[src/rtl/reg_serializer_pkg.sv]
// Shared types and sizing helpers for the register serializer.
package reg_serializer_pkg;

    typedef enum logic {
        IDLE  = 1'b0,
        SHIFT = 1'b1
    } state_t;

    localparam int unsigned DEFAULT_WIDTH = 32;

    // Counter width able to hold the values 0..width inclusive.
    function automatic int unsigned cnt_w(input int unsigned width);
        return 32'($clog2(width + 1));
    endfunction

    localparam int unsigned CNT_W = cnt_w(DEFAULT_WIDTH);

endpackage

[src/rtl/piso_shift.sv]
// Parallel-in serial-out shift register; the serial bit is a direct register tap.
module piso_shift #(
    parameter int unsigned WIDTH     = 32,
    parameter bit          MSB_FIRST = 1'b1
) (
    input  logic             clk,
    input  logic             reset,
    input  logic             load_en,
    input  logic             shift_en,
    input  logic             fill,
    input  logic [WIDTH-1:0] d,
    output logic             sout
);

    logic [WIDTH-1:0] sr;

    generate
        if (MSB_FIRST) begin : g_msb
            always_ff @(posedge clk) begin
                if (reset) begin
                    sr <= '0;
                end else if (load_en) begin
                    sr <= d;
                end else if (shift_en) begin
                    sr <= {sr[WIDTH-2:0], fill};
                end
            end
            assign sout = sr[WIDTH-1];
        end else begin : g_lsb
            always_ff @(posedge clk) begin
                if (reset) begin
                    sr <= '0;
                end else if (load_en) begin
                    sr <= d;
                end else if (shift_en) begin
                    sr <= {fill, sr[WIDTH-1:1]};
                end
            end
            assign sout = sr[0];
        end
    endgenerate

endmodule

[src/rtl/reg_serializer.sv]
// Drains a captured word one bit per valid/ready transfer; FSM, bit counter and done pulse.
module reg_serializer
    import reg_serializer_pkg::*;
#(
    parameter int unsigned WIDTH     = 32,
    parameter bit          MSB_FIRST = 1'b1
) (
    input  logic                      clk,
    input  logic                      reset,
    input  logic [WIDTH-1:0]          d,
    input  logic                      load,
    input  logic                      ready,
    output logic                      sout,
    output logic                      valid,
    output logic                      busy,
    output logic [cnt_w(WIDTH)-1:0]   remaining,
    output logic                      done
);

    localparam int unsigned CW = cnt_w(WIDTH);

    state_t state;
    logic   load_en;
    logic   shift_en;

    // A load is only taken from IDLE; a shift only when the consumer takes the bit.
    assign load_en  = (state == IDLE) && load;
    assign shift_en = (state == SHIFT) && ready;

    piso_shift #(
        .WIDTH     (WIDTH),
        .MSB_FIRST (MSB_FIRST)
    ) u_piso (
        .clk      (clk),
        .reset    (reset),
        .load_en  (load_en),
        .shift_en (shift_en),
        .fill     (1'b0),
        .d        (d),
        .sout     (sout)
    );

    always_ff @(posedge clk) begin
        if (reset) begin
            state     <= IDLE;
            valid     <= 1'b0;
            busy      <= 1'b0;
            done      <= 1'b0;
            remaining <= '0;
        end else begin
            done <= 1'b0;
            case (state)
                IDLE: begin
                    if (load) begin
                        state     <= SHIFT;
                        valid     <= 1'b1;
                        busy      <= 1'b1;
                        remaining <= CW'(WIDTH);
                    end
                end
                SHIFT: begin
                    if (ready) begin
                        remaining <= remaining - CW'(1);
                        // Last bit accepted: back to IDLE with a one-cycle done.
                        if (remaining == CW'(1)) begin
                            state <= IDLE;
                            valid <= 1'b0;
                            busy  <= 1'b0;
                            done  <= 1'b1;
                        end
                    end
                end
                default: begin
                    state <= IDLE;
                    valid <= 1'b0;
                    busy  <= 1'b0;
                end
            endcase
        end
    end

endmodule

[config.mk]
export PLATFORM = sky130hd
export DESIGN_NAME = reg_serializer
export DESIGN_NICKNAME = d
export VERILOG_FILES = /design/src/rtl/reg_serializer_pkg.sv /design/src/rtl/piso_shift.sv /design/src/rtl/reg_serializer.sv
export SDC_FILE = /design/constraint.sdc
export NUM_CORES = 1
export LEC_CHECK = 0
export ABC_AREA = 1
export BUFFER_PORTS_ARGS = -buffer_cell sky130_fd_sc_hd__buf_2
export CAP_MARGIN = 30
export CELL_PAD_IN_SITES_DETAIL_PLACEMENT = 1
export CELL_PAD_IN_SITES_GLOBAL_PLACEMENT = 2
export CORE_ASPECT_RATIO = 0.8
export CORE_MARGIN = 4
export CORE_UTILIZATION = 29
export DETAILED_ROUTE_END_ITERATION = 6
export MAX_ROUTING_LAYER = met4
export PLACE_DENSITY = 0.88
export SYNTH_ARGS = -nofsm -noshare
export SYNTH_HDL_FRONTEND = slang
export SYNTH_SLANG_ARGS = --single-unit
[constraint.sdc]
create_clock -name clk -period 1.7 [get_ports clk]
set_clock_uncertainty 0.15 [all_clocks]
set_input_delay 0.425 -clock clk [delete_from_list [all_inputs] [get_ports clk]]
set_output_delay 0.425 -clock clk [all_outputs]
set_load 0.005 [all_outputs]
Word level (Yosys, flattened, before mapping). Index checks and enable logic that the tools add are counted.

Input port bits: 36. Bits in latches: 0. Memories kept: 0. Bits in registers: 41. Output and inout port bits: 10. RAM bits: 0. Memory bits (read-only): 0.

Add/subtract/negate cells: 1. $mul: 0. Reductions and logical operators: 6. $lt $le $gt $ge: 0. Shifts and indexed selects: 0. Bitwise gates (word level): 2. Equal/unequal tests: 4. Div/mod/pow operators: 0. Multiplexer cells: 14.

Operator list (count): 32-bit 2-to-1 mux (2); 6-bit 2-to-1 mux (2); 6-bit one-hot mux with 2 select lines (1); 1-bit 2-to-1 mux (7); 6-bit by 1-bit == test with 1-bit output (second input constant) (1); 6-bit by 1-bit subtractor with 6-bit output (second input constant) (1); 2-bit inequality test (second input constant) (2); 1-bit one-hot mux with 2 select lines (2); 3-bit AND reduction (1); 3-bit OR reduction (1); 1-bit logical AND (2); 2-bit by 1-bit inequality test with 1-bit output (second input constant) (1); 1-bit NOT (2); 2-bit AND reduction (1); 2-bit nonzero test (1).

Depth between registers and ports, before layout. Gate-level depths: netlist (run 1).

Depth in word-level cells: 4. Depth in mapped cells: 9.

Hierarchy. From an unflattened synthesis (run 1), not the netlist that was laid out.

Cell total of the unflattened synthesis: 307. Area total of the unflattened synthesis: 2133.3 um^2.

Modules (own cells, without submodules): piso_shift (sequential area each 640.6 um^2, area an instance 1664.1 um^2, cells an instance 246, times used 1); reg_serializer (sequential area each 180.2 um^2, area an instance 469.2 um^2, cells an instance 61, times used 1).

Worst setup path after synthesis (run 1). OpenSTA, ideal clock, no wires.

Kind: input to register. From: input port ready. To: register u_piso.sr[10]. Path buffers: 2. Path slack: 429 ps. Cell stages on the path: 6. Required time: 1429 ps. Arrival time: 1000 ps. Cell sequence: nand2_2 > nand2_2 > buf_6 > buf_6 > o21ai_1 > a21oi_1.

Word-level cells in the longest chain between the ends: 2.

RTL lines: start, declared (RTL line reg_serializer.sv:12) `input logic ready,`; 1-bit logical AND (RTL line reg_serializer.sv:28) `assign shift_en = (state == SHIFT) && ready;`; 2-bit nonzero test (no line); end signal, assigned (RTL line piso_shift.sv:25) `sr <= {sr[WIDTH-2:0], fill};`; end, declared (RTL line piso_shift.sv:15) `logic [WIDTH-1:0] sr;`.

No other way between the ends. A chain may end at the register's enable or synchronous reset.

Final worst setup path (run 1).
From: register state. To: register u_piso.sr[19].

Word-level cells in the longest chain between the ends: 3.

RTL lines: start, declared (RTL line reg_serializer.sv:22) `state_t state;`; start signal, assigned (RTL line reg_serializer.sv:45) `state <= IDLE;`; start signal, assigned (RTL line reg_serializer.sv:55) `state <= SHIFT;`; start signal, assigned (RTL line reg_serializer.sv:66) `state <= IDLE;`; 1-bit NOT (no line); 1-bit logical AND (RTL line reg_serializer.sv:27) `assign load_en = (state == IDLE) && load;`; 32-bit 2-to-1 mux / 2-bit nonzero test (equally long branches).

Parallel ways exist; a longest one is shown, timed or not.

==> flow_summary.toml, run 1 <==
[run_status]
outcome = "completed"

[worst_setup_path]
cp_max_fo = 23
cp_cell_sequence = "inv_1 -> nand2_4 -> inv_1 -> buf_12 -> o22ai_1 -> a21oi_1"
path_class = "reg2reg"
max_stage_delay_ps = 330
crit_arrival_ps = 1530
crit_path_end_kind = "register"
crit_path_start_kind = "register"
crit_top_cell = "inv_1"
ff2ff_setup_slack_ps = 240
critPathSlowestCell = "dfxtp_1"
cp.required_ps = 1770

[floorplan]
initial_utilization_pct = 30.6
dieArea_um2 = 7160
ios = 46
coreArea_um2 = 5560
die_y_um = 76.5
row_count = 24
die_w_um = 93.6

[finish]
syn_to_final_growth_pct = 22.3
antenna_cells = 0
drive_gt1_share_pct = 25.9
multi_input_area_um2 = 721
finalNonFillerCells = 325
utilization_pct = 37.5
final_nets = 285
postLayoutCellArea_um2 = 2080
fill_cells = 710
seq_area_um2 = 821

[logic_synthesis]
synth_fp_nets = 242
netlist_instances = 204
ys.flop_type = "dfxtp_1"
ys_warn_count = 0
yosys.area_share.simple_pct = 8.75
synth_compound_area_share_pct = 31.1
synth.area.mux_share_pct = 0
synth_top_cell_by_area = "dfxtp_1"
synth_fa_ha_area_share_pct = 1.47
async_reset_ff_share_pct = 0
synth_enable_flop_cells = 0
synth_top_family_by_area = "compound AO/OA/AOI/OAI gates"
synthDistinctLibCells = 22
synth_area_leaders = "dfxtp_1 (48%), o22ai_1 (11%), a21oi_1 (9.1%)"
ys_seq_area_share_pct = 48.2
synth_seq_cells = 41
synth_common_cells = "dfxtp_1 (41), a21oi_1 (31), o22ai_1 (31), o21ai_0 (22), nor2_1 (18)"
synthXorXnorAreaFrac_pct = 1.03
syn_area_um2 = 1700
syn_area_per_cell_um2 = 8.34
synth.most_common_cell = "dfxtp_1"
netlist.area_leader.share_pct = 48.2

[placement]
port_buffers = 45
place.gp.congestion = 0.721
hpwl_um = 3280
placed_area_um2 = 1990
place_inst = 318

[timing]
grt_setup_unrepaired = "false"
clock.fmax_mhz = 685
slew_violations = 0
fin_setup_tns_ps = 0
fin_crit_ps = 1460
hold_viol = 0
relSlewSlack_pct = 73.8
final-setup-viol-count = 0
hold_slack_ps = 239
timing.final.crit_share_pct = 85.8
worst_pin_slew_ps = 393

[power]
powerDensity_nw_per_um2 = 1020
ir_drop_mv = 0.400
p_leak_uw = 0.000885

[grt]
grt_overflow = 0
grt_antenna_before_repair = 0
grt_start_max_net_pins = 36
grt_pass1_wl_um = 7980
grt_pass1_vias = 1623
grt_use_total_pct = 14.2

[route]
drt-total-wl_um = 4590
firstDrtPassIters = 4
routedWlPerCell_um = 14.1
first_iter_violations = 67
drc = 0
routed-via-count = 1583
drtAntennaViolNets = 0
viasPerCell = 4.87

[clock_network]
clock_tree.root_cell = "clkbuf_8"
hold_buffers = 0
ctsResizeCount = 0
numCtsBuffers = 5
clock_latency_ps = 290
cts_sinks = 41
clk_path_buf_depth = 2
cts_tree = "done"
cts_setup_buffers = 0
h-tree-depth = 2
path_clk_slew_ps = 70

[min_path]
min_path_type = "in2reg"

[flow_run]
drv_cap = 0
[registers in the layout, summed over array words and instances (netlist names)]
register / flops
state: 1
u_piso.sr: 32
busy: 1
remaining: 6
done: 1
[stage by stage]
step / power (uW) / setup slack [ps]
after floorplan: 1380 / 429
after global placement: 1490 / 132
after detailed placement: 1510 / 96.1
after CTS: 2160 / 224
after global routing: 2270 / 90.4
final: 2120 / 241
[worst max-delay path: cells and delay by family, from the launching register on]
family / cells / cell delay, ps
compound gates: 2 / 200
buf+inv: 3 / 620
flops: 1 / 330
simple gates: 1 / 80
[worst paths after layout]
kind | to | startpoint | cells past startpoint
worst max-delay path | u_piso.sr[19]$_SDFFE_PP0P_ | state$_SDFF_PP0_ | 6
worst min-delay path | remaining[1]$_SDFFE_PP0P_ | reset | 2
worst max register to register | u_piso.sr[19]$_SDFFE_PP0P_ | state$_SDFF_PP0_ | 6
worst min register to register | remaining[4]$_SDFFE_PP0P_ | remaining[4]$_SDFFE_PP0P_ | 2
[power breakdown]
group          internal, uW  switching [uW]
clock network           322             322
logic                   168             209
registers              1050            52.9
total                  1540             584
[cells by family after synthesis]
family,count (synthesis)
compound gates,96
xor+xnor,2
simple gates,34
buf+inv,29
fa+ha+maj,2
flops,41
[per-layer routing]
layer | up-vias | wire length [um] | share of wire (%) | GRT usage (%)
met5 | - | 0 | 0 | -
met4 | 0 | 78 | 1.7 | 5.19
met3 | 7 | 232 | 5.1 | 4.05
met2 | 33 | 2060 | 45 | 19.7
met1 | 730 | 2210 | 48 | 19.4
li1 | 813 | - | - | -
[layout make-up]
class | count | area share (%)
sequential | 41 | 39.4
multi-input combinational | 134 | 34.6
timing repair buffer | 53 | 14.9
tap | 78 | 4.69
clock buffer | 7 | 4.15
inverter | 12 | 2.16
[layout by cell type (no fill, tap or decap), types with 3 or more instances in the layout]
| cell type | instances |
|---|---|
| nor2_1 | 18 |
| buf_2 | 45 |
| nand3_1 | 3 |
| dfxtp_1 | 41 |
| o22ai_1 | 31 |
| o21ai_1 | 10 |
| a21oi_1 | 31 |
| nand2_1 | 8 |
| inv_1 | 11 |
| clkbuf_8 | 6 |
| o21ai_0 | 22 |
| buf_4 | 6 |
Power figures use the tool's default switching activity.
==> inputs of run 2 (changes only) <==
--- a/config.mk
+++ b/config.mk
@@ -12,10 +12,11 @@
 export CELL_PAD_IN_SITES_GLOBAL_PLACEMENT = 2
 export CORE_ASPECT_RATIO = 0.8
 export CORE_MARGIN = 4
-export CORE_UTILIZATION = 29
+export CORE_UTILIZATION = 31
+export CTS_BUF_LIST = sky130_fd_sc_hd__clkbuf_4
 export DETAILED_ROUTE_END_ITERATION = 6
 export MAX_ROUTING_LAYER = met4
-export PLACE_DENSITY = 0.88
+export PLACE_DENSITY = 0.92
 export SYNTH_ARGS = -nofsm -noshare
 export SYNTH_HDL_FRONTEND = slang
 export SYNTH_SLANG_ARGS = --single-unit
==> flow_summary.toml, run 2 (synthesis gave the netlist of run 1 again) <==
[flow_run]
drv_cap = 0

[floorplan]
row_count = 23
die_w_um = 90.8
initial_utilization_pct = 33.0
coreArea_um2 = 5150
dieArea_um2 = 6750
ios = 46
die_y_um = 74.3

[timing]
hold_viol = 0
fin_setup_tns_ps = 0
final-setup-viol-count = 0
clock.fmax_mhz = 656
fin_crit_ps = 1520
worst_pin_slew_ps = 329
slew_violations = 0
hold_slack_ps = 163
relSlewSlack_pct = 78.0
timing.final.crit_share_pct = 89.7
grt_setup_unrepaired = "false"

[clock_network]
hold_buffers = 0
cts_sinks = 41
cts_tree = "done"
clock_latency_ps = 350
path_clk_slew_ps = 130
ctsResizeCount = 0
cts_setup_buffers = 0
numCtsBuffers = 5
clock_tree.root_cell = "clkbuf_4"
h-tree-depth = 2
clk_path_buf_depth = 2

[finish]
final_common_cell = "buf_2"
antenna_cells = 0
drive_gt1_share_pct = 25.7
largest_register_ffs = 32
reg.largest.list = "u_piso.sr x32, remaining x6"
syn_to_final_growth_pct = 19.4
final_nets = 282
final_cell_mix = "buf_2 (45), dfxtp_1 (41), o22ai_1 (31), a21oi_1 (31), o21ai_0 (22)"
largest_register = "u_piso.sr"
postLayoutCellArea_um2 = 2030

[worst_setup_path]
critPathSlowestCell = "dfxtp_1"
cp_max_fo = 5
crit_arrival_ps = 950
cp_num_buf_inv = 1
cp.required_ps = 1120
crit_family = "flip-flops"
cp_cell_sequence = "buf_2"
max_stage_delay_ps = 450
crit_path_start_kind = "register"
crit_path_end_kind = "output pin"
path_class = "reg2out"

[route]
drtAntennaViolNets = 0
first_iter_violations = 50
viasPerCell = 5.23
routed-via-count = 1605
drc = 0
drt-total-wl_um = 4540
routedWlPerCell_um = 14.8
firstDrtPassIters = 4

[power]
powerDensity_nw_per_um2 = 970
power_uw = 1970
ir_drop_mv = 0.305
p_leak_uw = 0.000865

[placement]
place.gp.congestion = 0.778
placed_area_um2 = 1980
port_buffers = 45
hpwl_um = 3090

[min_path]
min_path_type = "in2reg"

[grt]
grt_start_max_net_pins = 43
grt_overflow = 0
grt_pass1_vias = 1600
grt_pass1_wl_um = 7580
grt_use_total_pct = 14.5
grt_antenna_before_repair = 0

[run_status]
outcome = "completed"
[run 2: cell count changes in the layout (fill, tap and decap cells not counted), sizes merged]
cell	delta
buf	-3
clkinvlp	+1
clkinv	+2
clkbuf	-2
[run 2: path summary, 6_finish.rpt]
kind                              from                         end  slack [ps]  cells past startpoint
min                              reset   remaining[1]$_SDFFE_PP0P_         160                      2
min reg2reg  u_piso.sr[1]$_SDFFE_PP0P_   u_piso.sr[1]$_SDFFE_PP0P_         340                      2
max          remaining[2]$_SDFFE_PP0P_                remaining[2]         180                      1
max reg2reg           state$_SDFF_PP0_  u_piso.sr[18]$_SDFFE_PP0P_         300                      5
[run 2: routing by layer]
layer / GRT usage, % / share of wire, % / vias up
met4: 4.01 / 1.1 / 0
met5: - / 0 / -
met2: 21.8 / 43 / 38
met3: 4.15 / 4.9 / 5
met1: 19.3 / 51 / 753
li1: - / - / 809
[run 2: power breakdown]
part           leakage, uW  internal, uW  switching (uW)  total [uW]
clock network    0.0000310           156             328         485
logic             0.000495           171             209         381
registers         0.000339          1050            54.4        1100
[run 2: metrics by stage]
stage	util (%)	std cells	worst slack [ps]
global route	39.4	307	121
detailed placement	38.4	299	169
finish	39.4	307	176
CTS	39.4	307	158
floorplan	-	204	429
global placement	38.4	299	201
[run 2: final cells by class]
class                           instances  area [um^2]
Inverter                               12         45.0
Tap cell                               62         77.6
Fill cell                             650         3120
Clock inverter                          3         17.5
Timing Repair Buffer                   50          313
Sequential cell                        41          821
Multi-Input combinational cell        134          721
Clock buffer                            5         37.5
